$ cat config.mk
export PLATFORM = sky130hd
export DESIGN_NAME = mem_responder_flat
export DESIGN_NICKNAME = d
export VERILOG_FILES = /design/src/rtl/mem_responder_if.sv /design/src/rtl/mem_responder.sv /design/src/flat_wrapper.sv
export SDC_FILE = /design/constraint.sdc
export NUM_CORES = 2
export LEC_CHECK = 0
export CORE_MARGIN = 1
export CORE_UTILIZATION = 50
export DETAILED_ROUTE_END_ITERATION = 7
export PLACE_DENSITY = 0.64
export SYNTH_ARGS = -nofsm -noshare
export SYNTH_HDL_FRONTEND = slang
export SYNTH_SLANG_ARGS = --single-unit
$ cat constraint.sdc
create_clock -name clk -period 5.2 [get_ports clk]
set_input_delay 0.52 -clock clk [delete_from_list [all_inputs] [get_ports clk]]
set_output_delay 0.52 -clock clk [all_outputs]
set_load 0.02 [all_outputs]
$ cat src/rtl/mem_responder_if.sv
// Request/response handshake bundle between an initiator and mem_responder.
interface mem_responder_if;
    logic        req_valid;
    logic        req_ready;
    logic        req_write;
    logic [1:0]  req_size;
    logic [31:0] req_addr;
    logic [31:0] req_wdata;
    logic        resp_valid;
    logic        resp_ready;
    logic [31:0] resp_rdata;
    logic        resp_err;

    modport master (
        output req_valid, req_write, req_size, req_addr, req_wdata,
        output resp_ready,
        input  req_ready, resp_valid, resp_rdata, resp_err
    );

    modport slave (
        input  req_valid, req_write, req_size, req_addr, req_wdata,
        input  resp_ready,
        output req_ready, resp_valid, resp_rdata, resp_err
    );
endinterface

$ cat src/rtl/mem_responder.sv
// Serialized word-organised memory responder with fixed wait states,
// byte/half/word little-endian access and alignment/range error checks.
module mem_responder #(
    parameter int DEPTH_WORDS = 64,
    parameter int WAIT_CYCLES = 2
) (
    input  logic            clk,
    input  logic            rst_n,
    mem_responder_if.slave  bus
);
    localparam int IDX_W = (DEPTH_WORDS > 1) ? $clog2(DEPTH_WORDS) : 1;

    typedef enum logic [1:0] {
        IDLE,
        WAIT,
        RESP
    } state_e;

    state_e      state_q, state_d;
    logic [3:0]  cnt_q, cnt_d;
    logic        wr_q, wr_d;
    logic [1:0]  size_q, size_d;
    logic [31:0] addr_q, addr_d;
    logic [31:0] wdata_q, wdata_d;
    logic [31:0] rdata_q, rdata_d;
    logic        err_q, err_d;

    logic [31:0] mem_q [DEPTH_WORDS];

    logic [1:0]       off;
    logic [IDX_W-1:0] idx;
    logic             in_range;
    logic             acc_err;
    logic [31:0]      word;
    logic [31:0]      shifted;
    logic [31:0]      load_val;
    logic [3:0]       be;
    logic [31:0]      wsh;
    logic [31:0]      word_d;
    logic             mem_we;

    assign off      = addr_q[1:0];
    assign idx      = addr_q[IDX_W+1:2];
    assign in_range = {2'b00, addr_q[31:2]} < 32'(DEPTH_WORDS);
    assign acc_err  = (size_q == 2'b11)
                    || (size_q == 2'b01 && off[0])
                    || (size_q == 2'b10 && off != 2'b00)
                    || !in_range;
    assign word     = in_range ? mem_q[idx] : '0;
    assign shifted  = word >> {off, 3'b000};
    assign wsh      = wdata_q << {off, 3'b000};

    always_comb begin
        load_val = shifted;
        be       = 4'b1111;
        case (size_q)
            2'b00: begin
                load_val = {24'h0, shifted[7:0]};
                be       = 4'b0001 << off;
            end
            2'b01: begin
                load_val = {16'h0, shifted[15:0]};
                be       = 4'b0011 << off;
            end
            default: ;
        endcase
        word_d = word;
        for (int k = 0; k < 4; k++) begin
            if (be[k]) word_d[8*k +: 8] = wsh[8*k +: 8];
        end
    end

    always_comb begin
        state_d = state_q;
        cnt_d   = cnt_q;
        wr_d    = wr_q;
        size_d  = size_q;
        addr_d  = addr_q;
        wdata_d = wdata_q;
        rdata_d = rdata_q;
        err_d   = err_q;
        mem_we  = 1'b0;
        unique case (state_q)
            IDLE: begin
                if (bus.req_valid) begin
                    wr_d    = bus.req_write;
                    size_d  = bus.req_size;
                    addr_d  = bus.req_addr;
                    wdata_d = bus.req_wdata;
                    cnt_d   = 4'(WAIT_CYCLES);
                    state_d = WAIT;
                end
            end
            WAIT: begin
                if (cnt_q != 4'd0) begin
                    cnt_d = cnt_q - 4'd1;
                end else begin
                    // Commit happens here, so a reset in WAIT drops the store
                    mem_we  = wr_q && !acc_err;
                    err_d   = acc_err;
                    rdata_d = (acc_err || wr_q) ? 32'h0 : load_val;
                    state_d = RESP;
                end
            end
            RESP: begin
                if (bus.resp_ready) state_d = IDLE;
            end
            default: state_d = IDLE;
        endcase
    end

    always_ff @(posedge clk or negedge rst_n) begin
        if (!rst_n) begin
            state_q <= IDLE;
            cnt_q   <= '0;
            wr_q    <= 1'b0;
            size_q  <= '0;
            addr_q  <= '0;
            wdata_q <= '0;
            rdata_q <= '0;
            err_q   <= 1'b0;
        end else begin
            state_q <= state_d;
            cnt_q   <= cnt_d;
            wr_q    <= wr_d;
            size_q  <= size_d;
            addr_q  <= addr_d;
            wdata_q <= wdata_d;
            rdata_q <= rdata_d;
            err_q   <= err_d;
        end
    end

    always_ff @(posedge clk or negedge rst_n) begin
        if (!rst_n) begin
            for (int i = 0; i < DEPTH_WORDS; i++) mem_q[i] <= '0;
        end else if (mem_we) begin
            mem_q[idx] <= word_d;
        end
    end

    assign bus.req_ready  = (state_q == IDLE);
    assign bus.resp_valid = (state_q == RESP);
    assign bus.resp_rdata = rdata_q;
    assign bus.resp_err   = err_q;
endmodule

$ cat src/flat_wrapper.sv
// flat-port wrapper written by rule: the top's interface ports become plain ports
module mem_responder_flat 
#(
    parameter int DEPTH_WORDS = 64,
    parameter int WAIT_CYCLES = 2
)
  (clk, rst_n, bus_req_valid, bus_req_write, bus_req_size, bus_req_addr, bus_req_wdata, bus_resp_ready, bus_req_ready, bus_resp_valid, bus_resp_rdata, bus_resp_err);
  mem_responder_if bus_i ();
  input  logic clk;
  input  logic rst_n;
  input wire logic [$bits(bus_i.req_valid)-1:0] bus_req_valid;
  input wire logic [$bits(bus_i.req_write)-1:0] bus_req_write;
  input wire logic [$bits(bus_i.req_size)-1:0] bus_req_size;
  input wire logic [$bits(bus_i.req_addr)-1:0] bus_req_addr;
  input wire logic [$bits(bus_i.req_wdata)-1:0] bus_req_wdata;
  input wire logic [$bits(bus_i.resp_ready)-1:0] bus_resp_ready;
  output wire logic [$bits(bus_i.req_ready)-1:0] bus_req_ready;
  output wire logic [$bits(bus_i.resp_valid)-1:0] bus_resp_valid;
  output wire logic [$bits(bus_i.resp_rdata)-1:0] bus_resp_rdata;
  output wire logic [$bits(bus_i.resp_err)-1:0] bus_resp_err;
  assign bus_i.req_valid = bus_req_valid;
  assign bus_i.req_write = bus_req_write;
  assign bus_i.req_size = bus_req_size;
  assign bus_i.req_addr = bus_req_addr;
  assign bus_i.req_wdata = bus_req_wdata;
  assign bus_i.resp_ready = bus_resp_ready;
  assign bus_req_ready = bus_i.req_ready;
  assign bus_resp_valid = bus_i.resp_valid;
  assign bus_resp_rdata = bus_i.resp_rdata;
  assign bus_resp_err = bus_i.resp_err;
  mem_responder #(.DEPTH_WORDS(DEPTH_WORDS), .WAIT_CYCLES(WAIT_CYCLES)) u_core (.clk(clk), .rst_n(rst_n), .bus(bus_i));
endmodule
==> summary.txt <==
Finish
  – Layout cells sized above 1: 0.152
  – Layout overhead on the synthesized area: 13.1%
  – Filler cell count: 16000
  – Final Util: 0.570
  – Fin nets: ~9400

Setup path
  – Crit path launch: u_core.addr_q[19]
  – Type of origin of the critical path: flip-flop
  – Most frequent CP cell: buf_4
  – CP Max Fanout: 38
  – Data required time of the critical path: 5.98 ns
  – Slowest CP cell: nand3_1
  – Worst reg2reg path startpoint: u_core.addr_q[19]
  – Critical path buffer and inverter count: 3
  – Critical path capture point type: flip-flop
  – Critical path's top delay family: simple AND/OR/NAND/NOR gates
  – CP max stage delay: 0.99 ns
  – Critical Path AT: around 5.5 ns
  – Cells along the critical path: nor4_1 -> nand4_1 -> buf_4 -> nor3_1 -> nand3_1 -> buf_4 -> nor2_4 -> buf_4 -> nor2_1 -> a21oi_1
  – Critical path class: reg -> reg

Floorplanning
  – FP Rows: 160
  – Initial Util: 0.504
  – I/O Pins: roughly 110
  – Horiz. Die Dim: roughly 440 um
  – Core Box Area: 190000 sq um
  – Die ar.: 193000 sq um
  – Die H: roughly 440 um

CTS
  – CTS tree: yes
  – Clock Root Buffer: clkbuf_16
  – Total CTS buffers: 217
  – Clock Latency Late Sink: roughly 0.87 ns
  – H-tree depth: 4
  – Max Buffers Root-to-Sink: 3
  – Clock sink count: between 2000 and 2500
  – Clock transition at path regs: 0.06 ns

Pwr
  – Static Leak: 48.8 nW
  – VDD IR max: 590 uV
  – Pwr Total: a little under 60 mW
  – Pwr per Cell Area: 539 nW/um^2

Synthesis
  – Yosys warnings: 0
  – Post-synthesis sequential area ratio: 0.563
  – Post-synth ARST share: 1.00
  – Synth area leaders: dfrtp_1 56%, a21oi_1 6.9%, nor2_1 5.5%
  – Mean Syn Cell Area: 10.2 sq um
  – Share of the synthesized area in the top cell type: 0.563
  – Cell variety after synth: 91
  – Post-Synthesis Cell Area: 95800 sq um
  – Synth area leader: dfrtp_1
  – Yosys reg bits: 2154
  – EDFF count, synth: 0
  – Cells after Synth: 9400
  – Syn_nets: 9472
  – Top FF cell, synth: dfrtp_1

Drt
  – DRC: 6
  – Wire per inst: 29.1 um
  – DR iter-0 viols: just under 10000
  – Vias: 76700
  – DRT antenna net count: 0
  – Drt via density: 6.38
  – DR pass1 iterations: 8
  – Final WL: 349000 um

Run status
  – Status: complete, but fails checks
  – Failing checks: design-rule violations

Placement
  – Routability Congestion: between 0.9 and 1
  – Detailed-placement wirelength estimate: 224000 um
  – Number of I/O port buffers: 105

Global route
  – GR Overflow Total: 0
  – Global-route wire length before repair: 509000 um
  – GRT Total Usage: 0.360
  – Vias in the first global route: 73500
  – Antenna violations before repair: 12
  – Largest net degree at the start of global routing: approximately 170

Timing
  – Clk_skew: roughly 0.032 ns
  – Period Utilization, post-route: 0.914
  – # setup viols final: 0
  – Slew @ Worst Pin: approximately 1.3 ns
  – Unrepaired setup endpoints after global routing: no
  – Min Tclk post-route: 4.75 ns
  – Final Hold Viols: 0
  – Fmax: 0.210 GHz
  – Post-route setup TNS: 0 ns
  – Max Slew Vio Count: 0
  – Slew margin rel.: 0.144

Worst hold path
  – Worst Hold Class: in -> reg
  – Hold path startpoint: bus_req_wdata[4]

Job
  – Max cap viols: 0
==> worst paths after layout <==
kind / depth (start not counted) / slack [ns] / endpoint
setup / recovery: 10 / 0.45 / u_core.mem_q[1759]
hold / removal: 3 / 0.24 / u_core.wdata_q[4]
setup reg to reg: 10 / 0.45 / u_core.mem_q[1759]
hold reg to reg: 2 / 0.47 / u_core.mem_q[725]
max in group asynchronous: 4 / 3.32 / u_core.mem_q[866]
min in group asynchronous: 2 / 0.35 / u_core.mem_q[871]
==> where the power goes <==
| part | leakage (nW) | total, mW | internal [mW] | switching, mW |
|---|---|---|---|---|
| clock | 3.67 | 16.4 | 9.52 | 6.89 |
| sequential | 29.9 | 17.6 | 17.1 | 0.572 |
| combinational | 15.1 | 24.4 | 6.92 | 17.5 |
| total | 48.8 | 58.5 | 33.5 | 25.0 |
==> per-stage QoR <==
step	setup WS, ns	hold slack, ns	cells	area [sq um]
floorplan	2.27	0.224	9400	95800
global placement	0.757	0.453	11600	101000
detailed placement	0.612	0.459	11600	101000
CTS	0.622	0.200	12000	108000
global route	0.356	0.233	12000	108000
finish	0.447	0.241	12000	108000
==> routing by layer <==
| layer | GRT usage | vias up | routed length [um] | part of all wire |
|---|---|---|---|---|
| met5 | 0 | - | 20 | 0.000057 |
| met4 | 0.233 | 4 | 26800 | 0.077 |
| met3 | 0.0980 | 1092 | 39300 | 0.11 |
| met2 | 0.519 | 4408 | 149000 | 0.43 |
| met1 | 0.479 | 38300 | 134000 | 0.38 |
| li1 | - | 32900 | - | - |
==> registers in the layout, summed over array words and instances (netlist names) <==
signal,flops
u_core.addr_q,32
u_core.bus.resp_err,1
u_core.bus.resp_rdata,32
u_core.cnt_q,4
u_core.mem_q,2048
u_core.size_q,2
u_core.state_q,2
u_core.wdata_q,32
u_core.wr_q,1
==> tightest hold or removal path, stage by stage <==
cell and delay (ns):
clkdlybuf4s50_1 0.41, nand2_1 0.06, o21ai_0 0.07
==> layout make-up <==
cell class | count | area (sq um) | share of cell area
flip-flops and latches | 2154 | 53900 | 0.497
well taps | 2511 | 3140 | 0.0290
inverters | 34 | 138 | 0.00127
repair buffers | 612 | 6090 | 0.0562
clock buffers | 315 | 6270 | 0.0579
diodes | 9 | 22.5 | 0.000208
clock inverters | 88 | 1170 | 0.0108
multi-input cells | 6297 | 37700 | 0.347
==> kinds of logic (layout without fill, tap and decap cells) <==
family,after synthesis,in the layout,share of synthesized area
muxes,613,613,0.0912
adders and majority gates,1,1,0.000131
buffers and inverters,949,1049,0.0506
other,0,9,0
DFF,2154,2154,0.563
xor gates and xnor gates,2,2,0.000183
AOI/OAI and AO/OA,2964,2964,0.179
and+or+nand+nor,2717,2717,0.116
==> cell usage after synthesis (all sizes together) (14+ instances only) <==
library cell / count
dfrtp: 2154
nor2: 1409
a21oi: 1324
nand2: 1003
o21ai: 833
clkbuf: 468
buf: 447
mux2: 223
mux2i: 204
o22ai: 197
o221ai: 194
mux4: 186
o31ai: 82
a22oi: 75
nor2b: 50
nand3: 41
a211oi: 39
a221oi: 38
inv: 32
nor4: 32
o22a: 32
nor3: 30
a22o: 21
o211ai: 21
a2bb2oi: 18
or3b: 18
or2: 17
or3: 17
nand3b: 16
nand2b: 15
nor3b: 14
==> layout by cell type (no fill, tap or decap), types with 13 or more instances in the layout <==
cell and n:
a2bb2oi_1 18, clkdlybuf4s50_1 104, buf_12 97, nor2_2 48, nor3_1 21, nand3b_1 16
or2_2 16, clkbuf_16 220, mux2_2 223, o211ai_1 20, a22o_1 21, buf_4 409
clkinv_2 45, a22oi_1 72, a211oi_1 38, nor2_1 1342, a21oi_1 1312, o22a_1 31
nand2_1 1000, mux2i_1 204, a221oi_1 37, nor2b_1 46, or3b_2 16, nor2_4 19
clkbuf_8 41, or3_1 17, nand3_1 40, inv_1 29, nor4_1 27, o31ai_1 82
and3_1 13, o221ai_1 194, mux4_2 186, dfrtp_1 2150, o21ai_0 826, clkbuf_1 54
bufinv_16 23, o22ai_1 197
==> timing repair <==
action                                  4_1_cts  5_1_grt
resized for setup                             0        0
hold buffers                                  1        0
endpoints found under the setup margin        0        0
setup buffers                                 0        0
endpoints found under the hold margin        98        0
No activity file was read; power rests on OpenSTA's default activity.
